**src/rtl/apb_decode_n_pkg.sv**
```systemverilog
// Shared types, default address map and width helper for the 1-to-N APB decoder.
package apb_decode_n_pkg;

    typedef enum logic [1:0] {
        ST_IDLE   = 2'd0,
        ST_SETUP  = 2'd1,
        ST_ACCESS = 2'd2,
        ST_RESP   = 2'd3
    } apbDecState_t;

    localparam int unsigned DEF_NUM_TGT = 4;
    localparam int unsigned DEF_ADDR_W  = 32;
    localparam int unsigned DEF_DATA_W  = 32;

    typedef logic [DEF_ADDR_W-1:0] apbAddrSt;
    typedef logic [DEF_DATA_W-1:0] apbDataSt;

    localparam apbAddrSt DEF_ADDR_MASK = 32'h0fff_ffff;

    // Reference map: t0/t1/t2 are 1 MiB regions, t3 is a 512 KiB alias inside t2.
    localparam logic [DEF_NUM_TGT*DEF_ADDR_W-1:0] DEF_TGT_BASE = {
        32'h0020_0000, 32'h0020_0000, 32'h0010_0000, 32'h0000_0000
    };
    localparam logic [DEF_NUM_TGT*DEF_ADDR_W-1:0] DEF_TGT_MASK = {
        32'h0007_ffff, 32'h000f_ffff, 32'h000f_ffff, 32'h000f_ffff
    };

    // clog2 that never collapses to a zero-width vector.
    function automatic int unsigned clog2_min1(input int unsigned n);
        return (n > 1) ? $clog2(n) : 1;
    endfunction

endpackage

```
**src/rtl/apb_addr_match.sv**
```systemverilog
// Combinational priority address matcher; the lowest-index matching target wins.
module apb_addr_match #(
    parameter int unsigned NUM_TGT = 4,
    parameter int unsigned ADDR_W  = 32,
    parameter int unsigned IDX_W   = 2
) (
    input  logic [ADDR_W-1:0]         a,
    input  logic [NUM_TGT*ADDR_W-1:0] tgt_base,
    input  logic [NUM_TGT*ADDR_W-1:0] tgt_mask,
    output logic                      hit,
    output logic [IDX_W-1:0]          idx
);

    // Scan from the top down so the last (lowest) matching index overrides.
    always_comb begin
        hit = 1'b0;
        idx = '0;
        for (int i = NUM_TGT - 1; i >= 0; i--) begin
            if ((a & ~tgt_mask[i*ADDR_W +: ADDR_W]) ==
                (tgt_base[i*ADDR_W +: ADDR_W] & ~tgt_mask[i*ADDR_W +: ADDR_W])) begin
                hit = 1'b1;
                idx = IDX_W'(i);
            end
        end
    end

endmodule

```
**src/rtl/apb_decode_n.sv**
```systemverilog
// 1-to-N APB3 decoder/bridge with registered request/response, error slave and timeout.
module apb_decode_n
    import apb_decode_n_pkg::*;
#(
    parameter int unsigned               NUM_TGT     = 4,
    parameter int unsigned               ADDR_W      = 32,
    parameter int unsigned               DATA_W      = 32,
    parameter logic [ADDR_W-1:0]         ADDR_MASK   = ADDR_W'(32'h0fff_ffff),
    parameter logic [NUM_TGT*ADDR_W-1:0] TGT_BASE    = '0,
    parameter logic [NUM_TGT*ADDR_W-1:0] TGT_MASK    = '0,
    parameter int unsigned               TIMEOUT_CYC = 256
) (
    input  logic                      clk,
    input  logic                      rst,
    input  logic                      s_psel,
    input  logic                      s_penable,
    input  logic                      s_pwrite,
    input  logic [ADDR_W-1:0]         s_paddr,
    input  logic [DATA_W-1:0]         s_pwdata,
    input  logic [DATA_W/8-1:0]       s_pstrb,
    output logic                      s_pready,
    output logic [DATA_W-1:0]         s_prdata,
    output logic                      s_pslverr,
    output logic [NUM_TGT-1:0]        m_psel,
    output logic                      m_penable,
    output logic                      m_pwrite,
    output logic [ADDR_W-1:0]         m_paddr,
    output logic [DATA_W-1:0]         m_pwdata,
    output logic [DATA_W/8-1:0]       m_pstrb,
    input  logic [NUM_TGT-1:0]        m_pready,
    input  logic [NUM_TGT*DATA_W-1:0] m_prdata,
    input  logic [NUM_TGT-1:0]        m_pslverr,
    output logic                      err_decode,
    output logic                      err_timeout,
    output logic                      busy
);

    localparam int unsigned STRB_W   = DATA_W / 8;
    localparam int unsigned IDX_W    = clog2_min1(NUM_TGT);
    localparam int unsigned CNT_W    = clog2_min1(TIMEOUT_CYC + 1);
    localparam int unsigned CNT_LAST = (TIMEOUT_CYC == 0) ? 0 : TIMEOUT_CYC - 1;

    apbDecState_t        state_q, state_d;
    logic [ADDR_W-1:0]   addr_q, addr_d;
    logic                pwrite_q, pwrite_d;
    logic [DATA_W-1:0]   pwdata_q, pwdata_d;
    logic [STRB_W-1:0]   pstrb_q, pstrb_d;
    logic [IDX_W-1:0]    idx_q, idx_d;
    logic [CNT_W-1:0]    cnt_q, cnt_d;
    logic [NUM_TGT-1:0]  psel_q, psel_d;
    logic                penable_q, penable_d;
    logic                pready_q, pready_d;
    logic [DATA_W-1:0]   prdata_q, prdata_d;
    logic                pslverr_q, pslverr_d;
    logic                err_dec_q, err_dec_d;
    logic                err_to_q, err_to_d;
    logic                busy_q, busy_d;

    logic [ADDR_W-1:0]   addr_masked;
    logic                hit;
    logic [IDX_W-1:0]    hit_idx;
    logic [DATA_W-1:0]   tgt_rdata;
    logic                unused_penable;

    // The bridge starts on psel alone; penable carries no extra information here.
    assign unused_penable = s_penable;

    assign addr_masked = s_paddr & ADDR_MASK;
    assign tgt_rdata   = m_prdata[idx_q*DATA_W +: DATA_W];

    apb_addr_match #(
        .NUM_TGT (NUM_TGT),
        .ADDR_W  (ADDR_W),
        .IDX_W   (IDX_W)
    ) u_match (
        .a        (addr_masked),
        .tgt_base (TGT_BASE),
        .tgt_mask (TGT_MASK),
        .hit      (hit),
        .idx      (hit_idx)
    );

    // Next-state and registered-output decode; outputs are computed for the state being entered.
    always_comb begin
        state_d   = state_q;
        addr_d    = addr_q;
        pwrite_d  = pwrite_q;
        pwdata_d  = pwdata_q;
        pstrb_d   = pstrb_q;
        idx_d     = idx_q;
        cnt_d     = cnt_q;
        psel_d    = '0;
        penable_d = 1'b0;
        pready_d  = 1'b0;
        prdata_d  = '0;
        pslverr_d = 1'b0;
        err_dec_d = 1'b0;
        err_to_d  = 1'b0;

        unique case (state_q)
            ST_IDLE: begin
                if (s_psel) begin
                    addr_d   = addr_masked;
                    pwrite_d = s_pwrite;
                    pwdata_d = s_pwdata;
                    pstrb_d  = s_pstrb;
                    idx_d    = hit_idx;
                    if (hit) begin
                        state_d = ST_SETUP;
                        psel_d  = NUM_TGT'(1) << hit_idx;
                        cnt_d   = '0;
                    end else begin
                        state_d   = ST_RESP;
                        pready_d  = 1'b1;
                        pslverr_d = 1'b1;
                        err_dec_d = 1'b1;
                    end
                end
            end
            ST_SETUP: begin
                state_d   = ST_ACCESS;
                psel_d    = NUM_TGT'(1) << idx_q;
                penable_d = 1'b1;
            end
            ST_ACCESS: begin
                if (m_pready[idx_q]) begin
                    state_d   = ST_RESP;
                    pready_d  = 1'b1;
                    prdata_d  = pwrite_q ? '0 : tgt_rdata;
                    pslverr_d = m_pslverr[idx_q];
                end else if ((TIMEOUT_CYC != 0) && (cnt_q == CNT_W'(CNT_LAST))) begin
                    state_d   = ST_RESP;
                    pready_d  = 1'b1;
                    pslverr_d = 1'b1;
                    err_to_d  = 1'b1;
                end else begin
                    psel_d    = NUM_TGT'(1) << idx_q;
                    penable_d = 1'b1;
                    cnt_d     = cnt_q + CNT_W'(1);
                end
            end
            ST_RESP: begin
                state_d = ST_IDLE;
            end
            default: begin
                state_d = ST_IDLE;
            end
        endcase

        busy_d = (state_d != ST_IDLE);
    end

    always_ff @(posedge clk) begin
        if (rst) begin
            state_q   <= ST_IDLE;
            addr_q    <= '0;
            pwrite_q  <= 1'b0;
            pwdata_q  <= '0;
            pstrb_q   <= '0;
            idx_q     <= '0;
            cnt_q     <= '0;
            psel_q    <= '0;
            penable_q <= 1'b0;
            pready_q  <= 1'b0;
            prdata_q  <= '0;
            pslverr_q <= 1'b0;
            err_dec_q <= 1'b0;
            err_to_q  <= 1'b0;
            busy_q    <= 1'b0;
        end else begin
            state_q   <= state_d;
            addr_q    <= addr_d;
            pwrite_q  <= pwrite_d;
            pwdata_q  <= pwdata_d;
            pstrb_q   <= pstrb_d;
            idx_q     <= idx_d;
            cnt_q     <= cnt_d;
            psel_q    <= psel_d;
            penable_q <= penable_d;
            pready_q  <= pready_d;
            prdata_q  <= prdata_d;
            pslverr_q <= pslverr_d;
            err_dec_q <= err_dec_d;
            err_to_q  <= err_to_d;
            busy_q    <= busy_d;
        end
    end

    assign s_pready    = pready_q;
    assign s_prdata    = prdata_q;
    assign s_pslverr   = pslverr_q;
    assign m_psel      = psel_q;
    assign m_penable   = penable_q;
    assign m_pwrite    = pwrite_q;
    assign m_paddr     = addr_q;
    assign m_pwdata    = pwdata_q;
    assign m_pstrb     = pstrb_q;
    assign err_decode  = err_dec_q;
    assign err_timeout = err_to_q;
    assign busy        = busy_q;

endmodule
```
**config.mk**
```make
export PLATFORM = sky130hd
export DESIGN_NAME = apb_decode_n
export DESIGN_NICKNAME = d
export VERILOG_FILES = /design/src/rtl/apb_decode_n_pkg.sv /design/src/rtl/apb_addr_match.sv /design/src/rtl/apb_decode_n.sv
export SDC_FILE = /design/constraint.sdc
export NUM_CORES = 1
export LEC_CHECK = 0
export CORE_AREA = 2 2 124 126
export CTS_CLUSTER_SIZE = 16
export DETAILED_ROUTE_END_ITERATION = 16
export DIE_AREA = 0 0 126 128
export PLACE_DENSITY = 0.71
export REMOVE_ABC_BUFFERS = 1
export SLEW_MARGIN = 30
export SYNTH_ARGS = -nofsm -noshare
export SYNTH_HDL_FRONTEND = slang
export SYNTH_SLANG_ARGS = --single-unit
```
**constraint.sdc**
```tcl
create_clock -name clk -period 2.4 [get_ports clk]
set_clock_uncertainty 0.2 [all_clocks]
set_input_delay 0.72 -clock clk [delete_from_list [all_inputs] [get_ports clk]]
set_output_delay 0.72 -clock clk [all_outputs]
set_load 0.01 [all_outputs]
```
==> impl_metrics.json <==
{
  "result_of_the_run": "finished, final reports clean",
  "dpl-instance-area_sq_um": 6510,
  "n_fill_cell": 1470,
  "grt_pass1_wl_microns": 19700,
  "synth_top_cell_area_share_pct": 56.2,
  "floorplan.die.width_microns": 126,
  "category_of_the_critical_setup_timing_path": "input port to flip-flop",
  "area.sequential_sq_um": 2300,
  "time_the_final_worst_path_needs_with_i_o_delays_and_setup_ns": 2.38,
  "numCtsBuffers": 17,
  "global_route.usage.met3_pct": 7.10,
  "port_buffers": 205,
  "timing.critical_path.fanout_max": 7,
  "finalSetupTns_ns": 0,
  "total_power_mw": 6.82,
  "layout-drive-gt1-share_pct": 11.1,
  "clkLatencyLatePin_ns": 0.41,
  "die_y_microns": 128,
  "worst_path_clk_slew_ns": 0.05,
  "yosys_warnings": 0,
  "synthDistinctLibCells": 38,
  "routed_wire_length_per_instance_microns": 14.7,
  "grt_pass1_vias": 3630,
  "mappedNetlistArea_sq_um": 4090,
  "finalSetupViolations": 0,
  "ys_async_sr_fraction_pct": 0,
  "yosys_most_used_dff": "sky130_fd_sc_hd__dfxtp_1",
  "vdd_ir_drop_max_v": 0.000510,
  "drt_first_pass_iters": 4,
  "route.antenna.remaining_nets": 0,
  "synth.top_cells.by_count": "sky130_fd_sc_hd__nand2_1 (141), sky130_fd_sc_hd__dfxtp_1 (115), sky130_fd_sc_hd__a21oi_1 (70)",
  "finalMaxSlewViolations": 0,
  "drt-total-wl_microns": 13100,
  "clock_sinks": 115,
  "synth_area_leaders": "sky130_fd_sc_hd__dfxtp_1 (56%), sky130_fd_sc_hd__nand2_1 (13%), sky130_fd_sc_hd__a21oi_1 (8.6%)",
  "h-tree-depth": 4,
  "timing.reg2reg.worst_path_depth": 10,
  "globalRouteMet1Util_pct": 20.5,
  "fmax_mhz": 420,
  "max-clock-path-buffers": 2,
  "core_area_sq_um": 14900,
  "synthDominantAreaCellType": "sky130_fd_sc_hd__dfxtp_1",
  "post-dp-hpwl_microns": 9730,
  "synthesis.instances": 468,
  "initial_core_utilization_pct": 27.5,
  "busiest_layer": "met2",
  "num-nets-final": 908,
  "fin_area_sq_um": 7200,
  "critical_path.startpoint_type": "input port",
  "globalRouteMet2Util_pct": 23.8,
  "drt-vias-per-instance": 4.39,
  "worst_hold_path.num_cells": 2,
  "leakage_nw": 2.77,
  "register_bit_count_reported_by_yosys": 115,
  "antenna_found_initial": 2,
  "drt_iter0_drc": 223,
  "place.gp.congestion": 0.839,
  "ios": 320,
  "global_route.usage.total_pct": 15.9,
  "clock_tree_from_tritoncts": "built",
  "route.detailed.drc": 0,
  "fin_util_pct": 48.5,
  "power.density_cell_area_nw_per_um2": 947,
  "largest_net_degree_at_the_start_of_global_routing": 64,
  "die_area_sq_um": 16100,
  "grt_overflow": 0,
  "endpoint_kind": "flip-flop",
  "synth_most_common_cell": "sky130_fd_sc_hd__nand2_1",
  "flow.area_growth_from_synthesis_pct": 75.9,
  "edff_count_synth": 0,
  "post_synthesis_average_cell_area_sq_um": 8.75,
  "total_via_count_in_the_routed_design": 3927,
  "maxCapViolations": 0,
  "worstPathArrival_ns": 2.47,
  "period_share_pct": 99.3,
  "multi_input_area_sq_um": 1700,
  "synth.yosys.seq_area_share_pct": 56.2,
  "critical_path_required_ns": 2.49,
  "placement_rows": 45,
  "hold_path_class": "flip-flop to flip-flop",
  "root_buffer": "sky130_fd_sc_hd__clkbuf_16",
  "final-hold-violation-count": 0
}
layer usage:
metal / share of wire [%] / vias up
met5: 0.099 / -
met4: 1.2 / 2
met3: 7.8 / 14
met2: 46 / 141
met1: 45 / 1780
li1: - / 1990
report_power, final:
part           switching, mW  internal (mW)  total (mW)
Sequential             0.125           2.18        2.30
Combinational          0.922          0.932        1.85
Clock                  0.901           1.77        2.67
Total                   1.95           4.87        6.82
kinds of logic after synthesis:
| family | share of synthesized area [%] |
|---|---|
| buf+inv | 4.13 |
| other cells | 0.0916 |
| simple gates | 23.7 |
| compound gates | 13.7 |
| flops | 56.2 |
| fa+ha+maj | 2.14 |
state kept, by name, indices dropped and copies added, names as in the netlist:
name / count
s_prdata: 32
m_paddr: 28
cnt_q: 9
err_decode: 1
m_psel: 1
m_pstrb: 4
m_pwrite: 1
s_pready: 1
busy: 1
err_timeout: 1
s_pslverr: 1
m_pwdata: 32
state_q: 2
m_penable: 1
cells in the final DEF, fill, tap and decap left out, drive strengths merged, types with 2 or more instances in the layout:
cell type      count
ha                 7
clkdlybuf4s50    190
o31ai              3
nand4              2
bufinv             4
dlymetal6s2s       6
clkinvlp           3
or2                2
clkinv             3
and2              33
nand2            141
nor2               9
nor3               2
a21oi             70
clkbuf            20
diode              2
inv                8
o311ai             2
buf               27
dfxtp            115
o211ai             4
nor4               8
conb               7
dlygate4sd2        8
nand3              7
o21ai             11
what timing repair did:
item | 4_1_cts | 5_1_grt
pin swaps | 9 | 8
gates resized for setup | 13 | 12
cloned | 0 | 0
setup endpoints to repair | 14 | 9
hold buffers | 0 | 0
buffers inserted | 0 | 1
through the flow:
step / hold slack [ns] / std cells / setup WS, ns
finish: 0.250 / 895 / 0.0172
global route: 0.270 / 893 / -0.0682
CTS: 0.253 / 892 / 0.0123
detailed placement: 0.245 / 860 / -0.734
global placement: 0.241 / 860 / -0.606
floorplan: 0.253 / 442 / -0.474
path summary, 6_finish.rpt:
kind	slack, ns	startpoint	endpoint
min	0.25	m_paddr[18]	m_paddr[18]
max	0.02	s_paddr[1]	cnt_q[7]
min reg2reg	0.25	m_paddr[18]	m_paddr[18]
max reg2reg	0.12	cnt_q[0]	cnt_q[7]
cell type report:
cell class	instances	share of cell area, %
Timing Repair Buffer	231	32.1
Sequential cell	115	32.0
Multi-Input combinational cell	321	23.6
Clock buffer	20	6.20
Tap cell	188	3.27
Clock inverter	12	2.48
Inverter	6	0.313
Antenna cell	2	0.0695
critical path, cell delays in order:
cell                              delay (ns)
sky130_fd_sc_hd__clkdlybuf4s50_1        0.48
sky130_fd_sc_hd__nor4_4                 0.29
sky130_fd_sc_hd__nand4_2                0.19
sky130_fd_sc_hd__o32a_4                 0.44
sky130_fd_sc_hd__o311ai_2               0.25
sky130_fd_sc_hd__o31ai_1                0.10
Power figures use the tool's default switching activity.
